File: src/rtl/mips_multicycle_controller_if.sv
// Control bundle between the multicycle MIPS controller and its datapath/memory.
// The controller takes the master view; the datapath side takes the slave view.
interface mips_multicycle_controller_if #(
  parameter int INSTR_WIDTH    = 32,
  parameter int ALU_CTRL_WIDTH = 3
);
  logic [INSTR_WIDTH-1:0]    instr;
  logic                      zero;
  logic                      mem_ready;
  logic                      mem_req;
  logic                      memwrite;
  logic                      iord;
  logic                      irwrite;
  logic                      pcen;
  logic [1:0]                pcsrc;
  logic                      alusrca;
  logic [1:0]                alusrcb;
  logic                      zeroext;
  logic                      regwrite;
  logic                      regdst;
  logic                      memtoreg;
  logic [ALU_CTRL_WIDTH-1:0] alucontrol;
  logic                      illegal;
  logic                      mem_err;

  modport master (
    input  instr, zero, mem_ready,
    output mem_req, memwrite, iord, irwrite, pcen, pcsrc, alusrca, alusrcb,
           zeroext, regwrite, regdst, memtoreg, alucontrol, illegal, mem_err
  );

  modport slave (
    output instr, zero, mem_ready,
    input  mem_req, memwrite, iord, irwrite, pcen, pcsrc, alusrca, alusrcb,
           zeroext, regwrite, regdst, memtoreg, alucontrol, illegal, mem_err
  );
endinterface

File: src/rtl/mips_multicycle_controller.sv
// Multicycle MIPS control FSM: sequences fetch/decode/execute/memory/write-back
// against a variable-latency memory, with illegal-opcode and memory-timeout pulses.
module mips_multicycle_controller #(
  parameter int INSTR_WIDTH    = 32,
  parameter int ALU_CTRL_WIDTH = 3,
  parameter int EN_EXT         = 1,
  parameter int MEM_TIMEOUT    = 16
) (
  input  logic clk,
  input  logic rst,
  mips_multicycle_controller_if.master bus
);

  typedef enum logic [3:0] {
    S_FETCH, S_DECODE, S_MEMADR, S_MEMRD, S_MEMWB, S_MEMWR, S_EXEC,
    S_ALUWB, S_BRANCH, S_IEXEC, S_IWB, S_JUMP, S_ILLEGAL
  } state_t;

  localparam logic [5:0] OP_RTYPE = 6'b000000, OP_LW   = 6'b100011, OP_SW   = 6'b101011,
                         OP_BEQ   = 6'b000100, OP_BNE  = 6'b000101, OP_ADDI = 6'b001000,
                         OP_ANDI  = 6'b001100, OP_ORI  = 6'b001101, OP_SLTI = 6'b001010,
                         OP_J     = 6'b000010;
  localparam logic [5:0] F_NOP = 6'b000000, F_ADD = 6'b100000, F_SUB = 6'b100010,
                         F_AND = 6'b100100, F_OR  = 6'b100101, F_SLT = 6'b101010;
  localparam bit EXT = (EN_EXT != 0);
  localparam int CNT_W = (MEM_TIMEOUT > 2) ? $clog2(MEM_TIMEOUT) : 1;
  localparam logic [CNT_W-1:0] CNT_LAST = CNT_W'((MEM_TIMEOUT > 0) ? MEM_TIMEOUT - 1 : 0);

  function automatic logic [2:0] r_alu(input logic [5:0] f);
    case (f)
      F_SUB:   r_alu = 3'b110;
      F_AND:   r_alu = 3'b000;
      F_OR:    r_alu = 3'b001;
      F_SLT:   r_alu = 3'b111;
      default: r_alu = 3'b010;
    endcase
  endfunction

  function automatic logic [2:0] i_alu(input logic [5:0] o);
    case (o)
      OP_ANDI: i_alu = 3'b000;
      OP_ORI:  i_alu = 3'b001;
      OP_SLTI: i_alu = 3'b111;
      default: i_alu = 3'b010;
    endcase
  endfunction

  state_t           state, state_n;
  logic [CNT_W-1:0] wait_cnt;
  logic             err_q;
  logic             mem_state, tmo;

  logic [5:0] op, funct;
  logic       unused_instr;
  assign op           = bus.instr[INSTR_WIDTH-1 -: 6];
  assign funct        = bus.instr[5:0];
  assign unused_instr = ^bus.instr[INSTR_WIDTH-7:6];

  logic is_r, is_lw, is_sw, is_beq, is_bne, is_addi, is_andi, is_ori, is_slti, is_j;
  always_comb begin
    is_r    = (op == OP_RTYPE) && (funct inside {F_NOP, F_ADD, F_SUB, F_AND, F_OR, F_SLT});
    is_lw   = (op == OP_LW);
    is_sw   = (op == OP_SW);
    is_beq  = (op == OP_BEQ);
    is_bne  = EXT && (op == OP_BNE);
    is_addi = (op == OP_ADDI);
    is_andi = EXT && (op == OP_ANDI);
    is_ori  = EXT && (op == OP_ORI);
    is_slti = EXT && (op == OP_SLTI);
    is_j    = (op == OP_J);
  end

  logic       mem_req, memwrite, iord, irwrite, pcen, alusrca, zeroext;
  logic       regwrite, regdst, memtoreg, illegal;
  logic [1:0] pcsrc, alusrcb;
  logic [2:0] alu3;

  always_comb begin
    state_n  = state;
    mem_req  = 1'b0; memwrite = 1'b0; iord    = 1'b0; irwrite  = 1'b0;
    pcen     = 1'b0; pcsrc    = 2'b00; alusrca = 1'b0; alusrcb  = 2'b00;
    zeroext  = 1'b0; regwrite = 1'b0; regdst  = 1'b0; memtoreg = 1'b0;
    alu3     = 3'b010; illegal = 1'b0;
    mem_state = (state == S_FETCH) || (state == S_MEMRD) || (state == S_MEMWR);
    tmo = (MEM_TIMEOUT > 0) && mem_state && !bus.mem_ready && (wait_cnt == CNT_LAST);

    case (state)
      S_FETCH: begin
        mem_req = 1'b1;
        alusrcb = 2'b01;
        irwrite = bus.mem_ready;
        pcen    = bus.mem_ready;
        if (bus.mem_ready) state_n = S_DECODE;
      end
      S_DECODE: begin
        alusrcb = 2'b11;
        if (is_r)                                     state_n = S_EXEC;
        else if (is_lw || is_sw)                      state_n = S_MEMADR;
        else if (is_beq || is_bne)                    state_n = S_BRANCH;
        else if (is_addi || is_andi || is_ori || is_slti) state_n = S_IEXEC;
        else if (is_j)                                state_n = S_JUMP;
        else                                          state_n = S_ILLEGAL;
      end
      S_MEMADR: begin
        alusrca = 1'b1;
        alusrcb = 2'b10;
        state_n = is_lw ? S_MEMRD : S_MEMWR;
      end
      S_MEMRD: begin
        mem_req = 1'b1;
        iord    = 1'b1;
        if (bus.mem_ready) state_n = S_MEMWB;
      end
      S_MEMWB: begin
        regwrite = 1'b1;
        memtoreg = 1'b1;
        state_n  = S_FETCH;
      end
      S_MEMWR: begin
        mem_req  = 1'b1;
        memwrite = 1'b1;
        iord     = 1'b1;
        if (bus.mem_ready) state_n = S_FETCH;
      end
      S_EXEC: begin
        alusrca = 1'b1;
        alu3    = r_alu(funct);
        state_n = S_ALUWB;
      end
      S_ALUWB: begin
        regwrite = 1'b1;
        regdst   = 1'b1;
        state_n  = S_FETCH;
      end
      S_BRANCH: begin
        alusrca = 1'b1;
        alu3    = 3'b110;
        pcsrc   = 2'b01;
        pcen    = is_bne ? ~bus.zero : bus.zero;
        state_n = S_FETCH;
      end
      // Immediate op and extension mode are held through write-back.
      S_IEXEC: begin
        alusrca = 1'b1;
        alusrcb = 2'b10;
        zeroext = is_andi || is_ori;
        alu3    = i_alu(op);
        state_n = S_IWB;
      end
      S_IWB: begin
        regwrite = 1'b1;
        zeroext  = is_andi || is_ori;
        alu3     = i_alu(op);
        state_n  = S_FETCH;
      end
      S_JUMP: begin
        pcsrc   = 2'b10;
        pcen    = 1'b1;
        state_n = S_FETCH;
      end
      S_ILLEGAL: begin
        illegal = 1'b1;
        state_n = S_FETCH;
      end
      default: state_n = S_FETCH;
    endcase

    if (tmo) state_n = S_FETCH;
  end

  // Counter restarts on every state change and on a timeout retry of FETCH.
  always_ff @(posedge clk) begin
    if (rst) begin
      state    <= S_FETCH;
      wait_cnt <= '0;
      err_q    <= 1'b0;
    end else begin
      state <= state_n;
      err_q <= tmo;
      if (tmo || (state_n != state))      wait_cnt <= '0;
      else if (mem_state && !bus.mem_ready) wait_cnt <= wait_cnt + CNT_W'(1);
    end
  end

  logic live;
  assign live = ~rst;

  assign bus.mem_req    = mem_req  & live;
  assign bus.memwrite   = memwrite & live;
  assign bus.iord       = iord     & live;
  assign bus.irwrite    = irwrite  & live;
  assign bus.pcen       = pcen     & live;
  assign bus.pcsrc      = live ? pcsrc   : 2'b00;
  assign bus.alusrca    = alusrca  & live;
  assign bus.alusrcb    = live ? alusrcb : 2'b00;
  assign bus.zeroext    = zeroext  & live;
  assign bus.regwrite   = regwrite & live;
  assign bus.regdst     = regdst   & live;
  assign bus.memtoreg   = memtoreg & live;
  assign bus.alucontrol = live ? ALU_CTRL_WIDTH'(alu3) : '0;
  assign bus.illegal    = illegal  & live;
  assign bus.mem_err    = err_q    & live;

endmodule
File: src/flat_wrapper.sv
// flat-port wrapper written by rule: the top's interface ports become plain ports
module mips_multicycle_controller_flat 
#(
  parameter int INSTR_WIDTH    = 32,
  parameter int ALU_CTRL_WIDTH = 3,
  parameter int EN_EXT         = 1,
  parameter int MEM_TIMEOUT    = 16
)
  (clk, rst, bus_instr, bus_zero, bus_mem_ready, bus_mem_req, bus_memwrite, bus_iord, bus_irwrite, bus_pcen, bus_pcsrc, bus_alusrca, bus_alusrcb, bus_zeroext, bus_regwrite, bus_regdst, bus_memtoreg, bus_alucontrol, bus_illegal, bus_mem_err);
  mips_multicycle_controller_if #(.INSTR_WIDTH(INSTR_WIDTH), .ALU_CTRL_WIDTH(ALU_CTRL_WIDTH)) bus_i ();
  input  logic clk;
  input  logic rst;
  input wire logic [$bits(bus_i.instr)-1:0] bus_instr;
  input wire logic [$bits(bus_i.zero)-1:0] bus_zero;
  input wire logic [$bits(bus_i.mem_ready)-1:0] bus_mem_ready;
  output wire logic [$bits(bus_i.mem_req)-1:0] bus_mem_req;
  output wire logic [$bits(bus_i.memwrite)-1:0] bus_memwrite;
  output wire logic [$bits(bus_i.iord)-1:0] bus_iord;
  output wire logic [$bits(bus_i.irwrite)-1:0] bus_irwrite;
  output wire logic [$bits(bus_i.pcen)-1:0] bus_pcen;
  output wire logic [$bits(bus_i.pcsrc)-1:0] bus_pcsrc;
  output wire logic [$bits(bus_i.alusrca)-1:0] bus_alusrca;
  output wire logic [$bits(bus_i.alusrcb)-1:0] bus_alusrcb;
  output wire logic [$bits(bus_i.zeroext)-1:0] bus_zeroext;
  output wire logic [$bits(bus_i.regwrite)-1:0] bus_regwrite;
  output wire logic [$bits(bus_i.regdst)-1:0] bus_regdst;
  output wire logic [$bits(bus_i.memtoreg)-1:0] bus_memtoreg;
  output wire logic [$bits(bus_i.alucontrol)-1:0] bus_alucontrol;
  output wire logic [$bits(bus_i.illegal)-1:0] bus_illegal;
  output wire logic [$bits(bus_i.mem_err)-1:0] bus_mem_err;
  assign bus_i.instr = bus_instr;
  assign bus_i.zero = bus_zero;
  assign bus_i.mem_ready = bus_mem_ready;
  assign bus_mem_req = bus_i.mem_req;
  assign bus_memwrite = bus_i.memwrite;
  assign bus_iord = bus_i.iord;
  assign bus_irwrite = bus_i.irwrite;
  assign bus_pcen = bus_i.pcen;
  assign bus_pcsrc = bus_i.pcsrc;
  assign bus_alusrca = bus_i.alusrca;
  assign bus_alusrcb = bus_i.alusrcb;
  assign bus_zeroext = bus_i.zeroext;
  assign bus_regwrite = bus_i.regwrite;
  assign bus_regdst = bus_i.regdst;
  assign bus_memtoreg = bus_i.memtoreg;
  assign bus_alucontrol = bus_i.alucontrol;
  assign bus_illegal = bus_i.illegal;
  assign bus_mem_err = bus_i.mem_err;
  mips_multicycle_controller #(.INSTR_WIDTH(INSTR_WIDTH), .ALU_CTRL_WIDTH(ALU_CTRL_WIDTH), .EN_EXT(EN_EXT), .MEM_TIMEOUT(MEM_TIMEOUT)) u_core (.clk(clk), .rst(rst), .bus(bus_i));
endmodule
File: config.mk
export PLATFORM = sky130hd
export DESIGN_NAME = mips_multicycle_controller_flat
export DESIGN_NICKNAME = d
export VERILOG_FILES = /design/src/rtl/mips_multicycle_controller_if.sv /design/src/rtl/mips_multicycle_controller.sv /design/src/flat_wrapper.sv
export SDC_FILE = /design/constraint.sdc
export NUM_CORES = 1
export LEC_CHECK = 0
export CAP_MARGIN = 15
export CORE_MARGIN = 4
export CORE_UTILIZATION = 40
export DETAILED_ROUTE_END_ITERATION = 10
export PLACE_DENSITY = 0.84
export SYNTH_ARGS = -nofsm -noshare
export SYNTH_HDL_FRONTEND = slang
export SYNTH_SLANG_ARGS = --single-unit
File: constraint.sdc
create_clock -name clk -period 4.95 [get_ports clk]
set_clock_uncertainty 0.2 [all_clocks]
set_input_delay 0.99 -clock clk [delete_from_list [all_inputs] [get_ports clk]]
set_output_delay 0.99 -clock clk [all_outputs]
set_load 0.05 [all_outputs]
==> summary.md <==
Sorting the synthesized cells by area gives the leading types as dfxtp_1 (15%), nor2_1 (7.7%), a21oi_1 (6.4%), nor4b_1 (6.0%), nor3_1 (4.7%). The count of endpoints failing hold in the final timing report was 0. TritonCTS built the clock tree.

For this run, the number of Yosys warnings is 0. The time the worst path needs with I/O delays and setup works out to 4489 ps. The cts-stage hold buffer count is 0, and the xor and xnor fraction of the mapped netlist area is 4.497%. Entering global routing, the biggest net connects 26 pins.

After clock tree synthesis, the repair step resized 0 gates. The first routing iteration left 59 violations. The first-pass GRT wire length was 5209 microns; the final-layout fill cell count was 266.

Once placement completed, the tool counted placed cells totaling 221. Cell occurring most often along the worst timing path: clkdlybuf4s50_1. Summing all multi-input logic gate instances after layout gives 892.1 sq um. The endpoint type of the worst setup path was an output port. The routed wire length per instance came out at 13.33 microns. The detail route stage leaves a number of antenna-violating nets equal to 0. The initial antenna violation count is 0, and the final instance count without filler cells is 225. The tools report the detailed-router iteration count before antenna repair as 4. The tools report the number of buffers inserted during clock tree synthesis as 3.

The largest family of logic cells by synthesized area is simple AND/OR/NAND/NOR gates. Dominant synthesized flop cell: dfxtp_1. The number of antenna diodes in the final layout is 0.

The run gives 0.4906 nW as the total leakage power. In the global route stage, overall resource usage came out at 17.51%. Summing the areas of all and, or, nand and nor instances in the mapped netlist gives 41.22% of the synthesized area.

The clock passes through at most 2 buffers. Post-synthesis compound-gate area fraction: 27.84%. In the routed design, unresolved DRC markers number 0.

For this run, the slowest stage of the critical path takes 730 ps. OpenSTA, run right after detailed placement, puts the worst setup slack at 486.1 ps. The clock net in this run drives a total of 9 sinks. Measured against the total synthesized area, the mux share comes to 0.8565%. For the sequential fraction of the synthesis area, the log shows 15.42%. The run gives 55 as the number of top-level design ports. The half-perimeter wire length after detailed placement is 2290 microns, and the number of placement rows is 19. The share of cells above drive strength 1 came out at 5.155%.

Data on the critical path arrives at its endpoint at 3300 ps. Based on the critical path, the design can be clocked at up to 222.8 MHz. The synthesized netlist contains 47 unique library cells. The run gives 0 as the number of slew-limit violations in the final report. By instance count, the leading cell after synthesis is nor2_1. For the worst-skew pair, the clock arrives at the later sink with an insertion delay of 270 ps. Setup repair after global routing left no endpoint under its margin. The net total in the final layout came out at 232. In the synthesized netlist the async set-or-reset flop fraction comes to 0%. The data required time of the worst path came out at 3760 ps. Compared with the post-synthesis result, the final layout area differs by 28.69%.

The initial utilization of the core area, before any placement, comes to 42.02%. After Yosys synthesis, full adders, half adders and majority gates account for 1.927% of the synthesized area. Each instance of the synthesized netlist takes up on average 6.915 sq um.

From bottom edge to top edge, the die measures 62.05 microns. The depth of the worst register-to-register path was 6. The library cell contributing the largest single delay on the critical path was clkdlybuf4s50_1. The setup check on the worst reg-to-reg path leaves a slack of 2240 ps.

The chip width works out to 62.05 microns. The tree is rooted in a clkbuf_4. Traced cell by cell, the critical path runs through clkdlybuf4s50_1 -> nor2b_1 -> nand3_1 -> maj3_1 -> o22ai_1 -> a21oi_1 -> clkdlybuf4s50_1. The commonest cells after synthesis are nor2_1 (24), a21oi_1 (15), nand2_1 (12), nor3_1 (11), dfxtp_1 (9). Setup violations remaining at the end of the flow were counted as 0.

When the netlist entered floorplanning its net count stood at 206. The synthesized design contains 9 register bits. Type of the most critical hold path: reg -> reg. The final global-route overflow total was 0. The number of enable flip-flop cells after synthesis was 0. The final route contains 1329 vias. The flow ran to the end, and the final reports show no timing, DRC or antenna violations. The setup path with the least slack is of type in -> out. The via count of the first global-routing pass was 1164. After clock tree synthesis, the setup repair step added 0 buffers. The worst slew slack as a fraction of its limit is 48.49%, and the setup slack after layout is 461.3 ps. The worst-case IR drop observed on VDD is 107.3 uV.

The core region is 2781 sq um. The floorplan step defined a die boundary enclosing 3850 sq um. Counting instances, the worst hold path has a depth of 2.

Number of H-tree levels: 1. Along the worst path, the maximum fanout reaches 7. The transition time at the pin with the least slew margin is 771.6 ps. The synthesized netlist occupies a cell area of 1169 sq um. The total negative slack for setup checks is 0 ps. Clock-pin slew was measured on the worst setup and hold paths at 60 ps. The proportion of netlist area held by the largest area contributor came out at 15.42%. In the routed layout, each cell is associated on average with a via count of 5.907. The largest total area in the synthesized netlist belongs to dfxtp_1.

Input and output buffers added on the ports amount to 34. Summed over all layers, the routed wires come to 3000 microns. After technology mapping, the gate count stands at 169. The ratio of total power to cell area is 193.0 nW/um^2, and the number of max-capacitance violations reported is 0. In the final layout, flip-flops and latches occupy 180.2 sq um.

In the finished design, the share of the clock period the worst path needs comes to 90.68%. The worst setup path is launched from an input pin. Routability-driven placement finished with a final weighted congestion of 0.9055.
[where the power goes]
group          total [mW]  internal [mW]  switching [mW]  leakage [nW]
combinational       0.142         0.0607          0.0817         0.403
sequential         0.0900         0.0763          0.0137        0.0730
clock              0.0579         0.0311          0.0268        0.0150
total               0.290          0.168           0.122         0.491
[flip-flops by register name, summed over array words and instances (netlist names)]
| register | flops |
|---|---|
| u_core.err_q | 1 |
| u_core.state | 4 |
| u_core.wait_cnt | 4 |
[path summary, 6_finish.rpt]
path | start | end
setup / recovery | bus_instr[28] | bus_alucontrol[1]
hold / removal | u_core.wait_cnt[1]$_SDFFE_PP0P_ | u_core.wait_cnt[1]$_SDFFE_PP0P_
setup reg to reg | u_core.state[2]$_SDFF_PP0_ | u_core.wait_cnt[3]$_SDFFE_PP0P_
hold reg to reg | u_core.wait_cnt[1]$_SDFFE_PP0P_ | u_core.wait_cnt[1]$_SDFFE_PP0P_
[through the flow]
| step | utilization, % | total power [mW] | area (sq um) | hold slack [ps] |
|---|---|---|---|---|
| final | 54.07 | 0.2903 | 1504 | 368.9 |
| after floorplan | - | 0.1927 | 1169 | 322.7 |
| after CTS | 54.07 | 0.2916 | 1504 | 367.9 |
| after global routing | 54.07 | 0.3104 | 1504 | 392.6 |
| after global placement | 53.13 | 0.2316 | 1478 | 349.4 |
| after detailed placement | 53.13 | 0.2332 | 1478 | 356.3 |
[cells by family (layout without fill, tap and decap cells)]
family          after synthesis  count (layout)
compound gates               44              44
simple gates                 88              88
mux                           1               1
fa+ha+maj                     2               2
buf+inv                      19              44
xor+xnor                      6               6
flops                         9               9
[routing by layer]
layer / global-route usage [%] / routed length [microns] / vias up
li1: - / - / 682
met1: 25.43 / 1434 / 598
met2: 27.37 / 1345 / 44
met3: 1.240 / 169 / 5
met4: 5.455 / 51 / 0
met5: 0 / 0 / -
[worst max-delay path, delay by kind of cell]
family	cells	cell delay, ps
simple gates	2	400
compound gates	2	230
fa+ha+maj	1	370
buf+inv	2	1300
[area by class of cell]
type                    instances  share of cell area [%]
multi-input cells             141                   59.32
repair buffers                 35                   23.13
flip-flops and latches          9                   11.98
well taps                      31                   2.579
clock buffers                   4                   1.747
inverters                       5                   1.248
[placed cells by master (no fill, tap or decap), drive strengths merged, types with 3 or more instances in the layout]
| cell type | n |
|---|---|
| nor3 | 11 |
| nor4 | 5 |
| nand4b | 3 |
| nor2b | 5 |
| nor4b | 8 |
| nor3b | 4 |
| nand2b | 3 |
| clkdlybuf4s50 | 34 |
| xnor2 | 3 |
| clkbuf | 4 |
| nand3 | 6 |
| xor2 | 3 |
| a21oi | 15 |
| nand2 | 12 |
| dfxtp | 9 |
| nor2 | 24 |
| o21ai | 7 |
| inv | 5 |
Note: power is estimated with default switching activity, not from simulation.
==> patch (same settings) <==
`EN_EXT` is set to 1 in 2 places; all go to 0.
--- a/src/rtl/mips_multicycle_controller.sv
+++ b/src/rtl/mips_multicycle_controller.sv
@@ -5,3 +5,3 @@
   parameter int ALU_CTRL_WIDTH = 3,
-  parameter int EN_EXT         = 1,
+  parameter int EN_EXT         = 0,
   parameter int MEM_TIMEOUT    = 16
--- a/src/flat_wrapper.sv
+++ b/src/flat_wrapper.sv
@@ -5,3 +5,3 @@
   parameter int ALU_CTRL_WIDTH = 3,
-  parameter int EN_EXT         = 1,
+  parameter int EN_EXT         = 0,
   parameter int MEM_TIMEOUT    = 16
Function: changed (a bounded check fails within 4 cycles, from zero or initial values and one cycle with rst high).
==> patch against the original RTL <==
  * Area after synthesis is 0.86% lower
  * Core utilization increased by 0.19 points
  * Sequential power down 2%
  * Total power is 4.6% lower
  * Critical path type unchanged
  * Non-clock buffer count up 1
  * Die area is 0.74% lower
  * Worst setup slack improved by 13 ps
  * Synthesized cell count shrank 2.4%
  * Routed wire length fell by 2.1%
  * Final area decreased by 0.50%
  * Sequential cell count is the same
==> patch: results (changes against the original RTL) <==
Non-clock inverter count: 1 (-4)
Largest net degree at the start of global routing: 25 (-3.8%)
Via count: 1281 (-3.6%)
Critical path's largest stage delay: 860 ps (+130 ps)
Global routing usage on met3: 3.926% (+2.7 points)
P_int: 165.1 uW (-1.8%)
Status: completed
Wire length after detailed routing: 2937 um (-2.1%)
Total routing usage reported by global routing: 15.79% (-1.7 points)
Post-Place Cells: 217 (-1.8%)
Largest driver fanout on the critical path: 4 (-3)
Placer's final routability congestion estimate: 0.8551 (-5.6%)
Multi-input combinational cell area: 897.1 um2 (+0.56%)
Net count, final: 228 (-1.7%)
Post-Syn Nets: 202 (-1.9%)
Fraction of power spent switching nets: 40.40% (-1.7 points)
Later-pin clock latency in the skew report: 250 ps (-20 ps)
Count of unique library cells instantiated by Yosys: 56 (+19%)
X dimension of the die: 61.82 um (-0.37%)
Minimum setup slack after placement: 484.4 ps (-1.698 ps)
Critical Path AT: 3290 ps (about the same)
Seq/Total Area, Yosys: 15.55% (+0.13 points)
Top post-synthesis cells by count: 16 x sky130_fd_sc_hd__nor2_1, 13 x sky130_fd_sc_hd__nand2_1, 13 x sky130_fd_sc_hd__nor3_1
Worst voltage drop across the vdd grid: 0.1884 mV (+75%)
Drt via density: 5.796 (-1.9%)
Iteration-0 DRC count of the detailed router: 54 (-8.5%)
Fraction of power consumed by the clock network: 19.6% (-0.4 points)
Comb_multi_in: 140 (-0.71%)
Detail Route met2 WL: 1269 um (-5.7%)
Count of mapped cells out of synthesis: 165 (-2.4%)
Sequential share of power: 32.0% (+1.0 points)
Clock tree cell share of total cell area: 1.756% (+0.0088 points)
Reported leakage power: 0.4969 nW (+1.3%)
Fraction of standard cell area that is sequential: 12.04% (+0.060 points)
Critical path origin: bus_instr[1]
First-pass GRT wire length: 4719 um (-9.4%)
Slew margin rel.: 44.70% (-3.8 points)
DP HPWL: 2249 um (-1.8%)
Leading cell types by total area after synthesis: sky130_fd_sc_hd__dfxtp_1 16%, sky130_fd_sc_hd__nor3_1 5.6%, sky130_fd_sc_hd__nor2_1 5.2%
Buffers outside the clock class: 36 (+2.9%)
Port buffer count: 33 (-2.9%)
Share of final-layout standard cells stronger than drive strength 1: 7.895% (+2.7 points)
## patch: cell types whose count changed after synthesis, sizes merged, moves of 3 or more
cell and delta:
inv -4, nand3 -3, and2 +3, nor3 +3, nor2b +3, nand4 +3
buf +3, nor2 -8, nor3b +3, a21oi -10, o211ai +3, nor4b -7
## patch: kinds of logic (layout without fill, tap and decap cells)
| logic type | Yosys count | in the layout | synth area share (%) |
|---|---|---|---|
| compound gates | 39 | 39 | 24.41 |
| xor+xnor | 7 | 7 | 5.292 |
| fa+ha+maj | 2 | 2 | 1.944 |
| buf+inv | 16 | 41 | 7.019 |
| flops | 9 | 9 | 15.55 |
| mux | 3 | 3 | 2.700 |
| other cells | 1 | 1 | 0.3237 |
| simple gates | 88 | 88 | 42.77 |
## patch: tightest hold or removal path, stage by stage (launching register included)
cell and delay (ps):
sky130_fd_sc_hd__dfxtp_1 320, sky130_fd_sc_hd__mux2i_1 130, sky130_fd_sc_hd__nor3_1 60
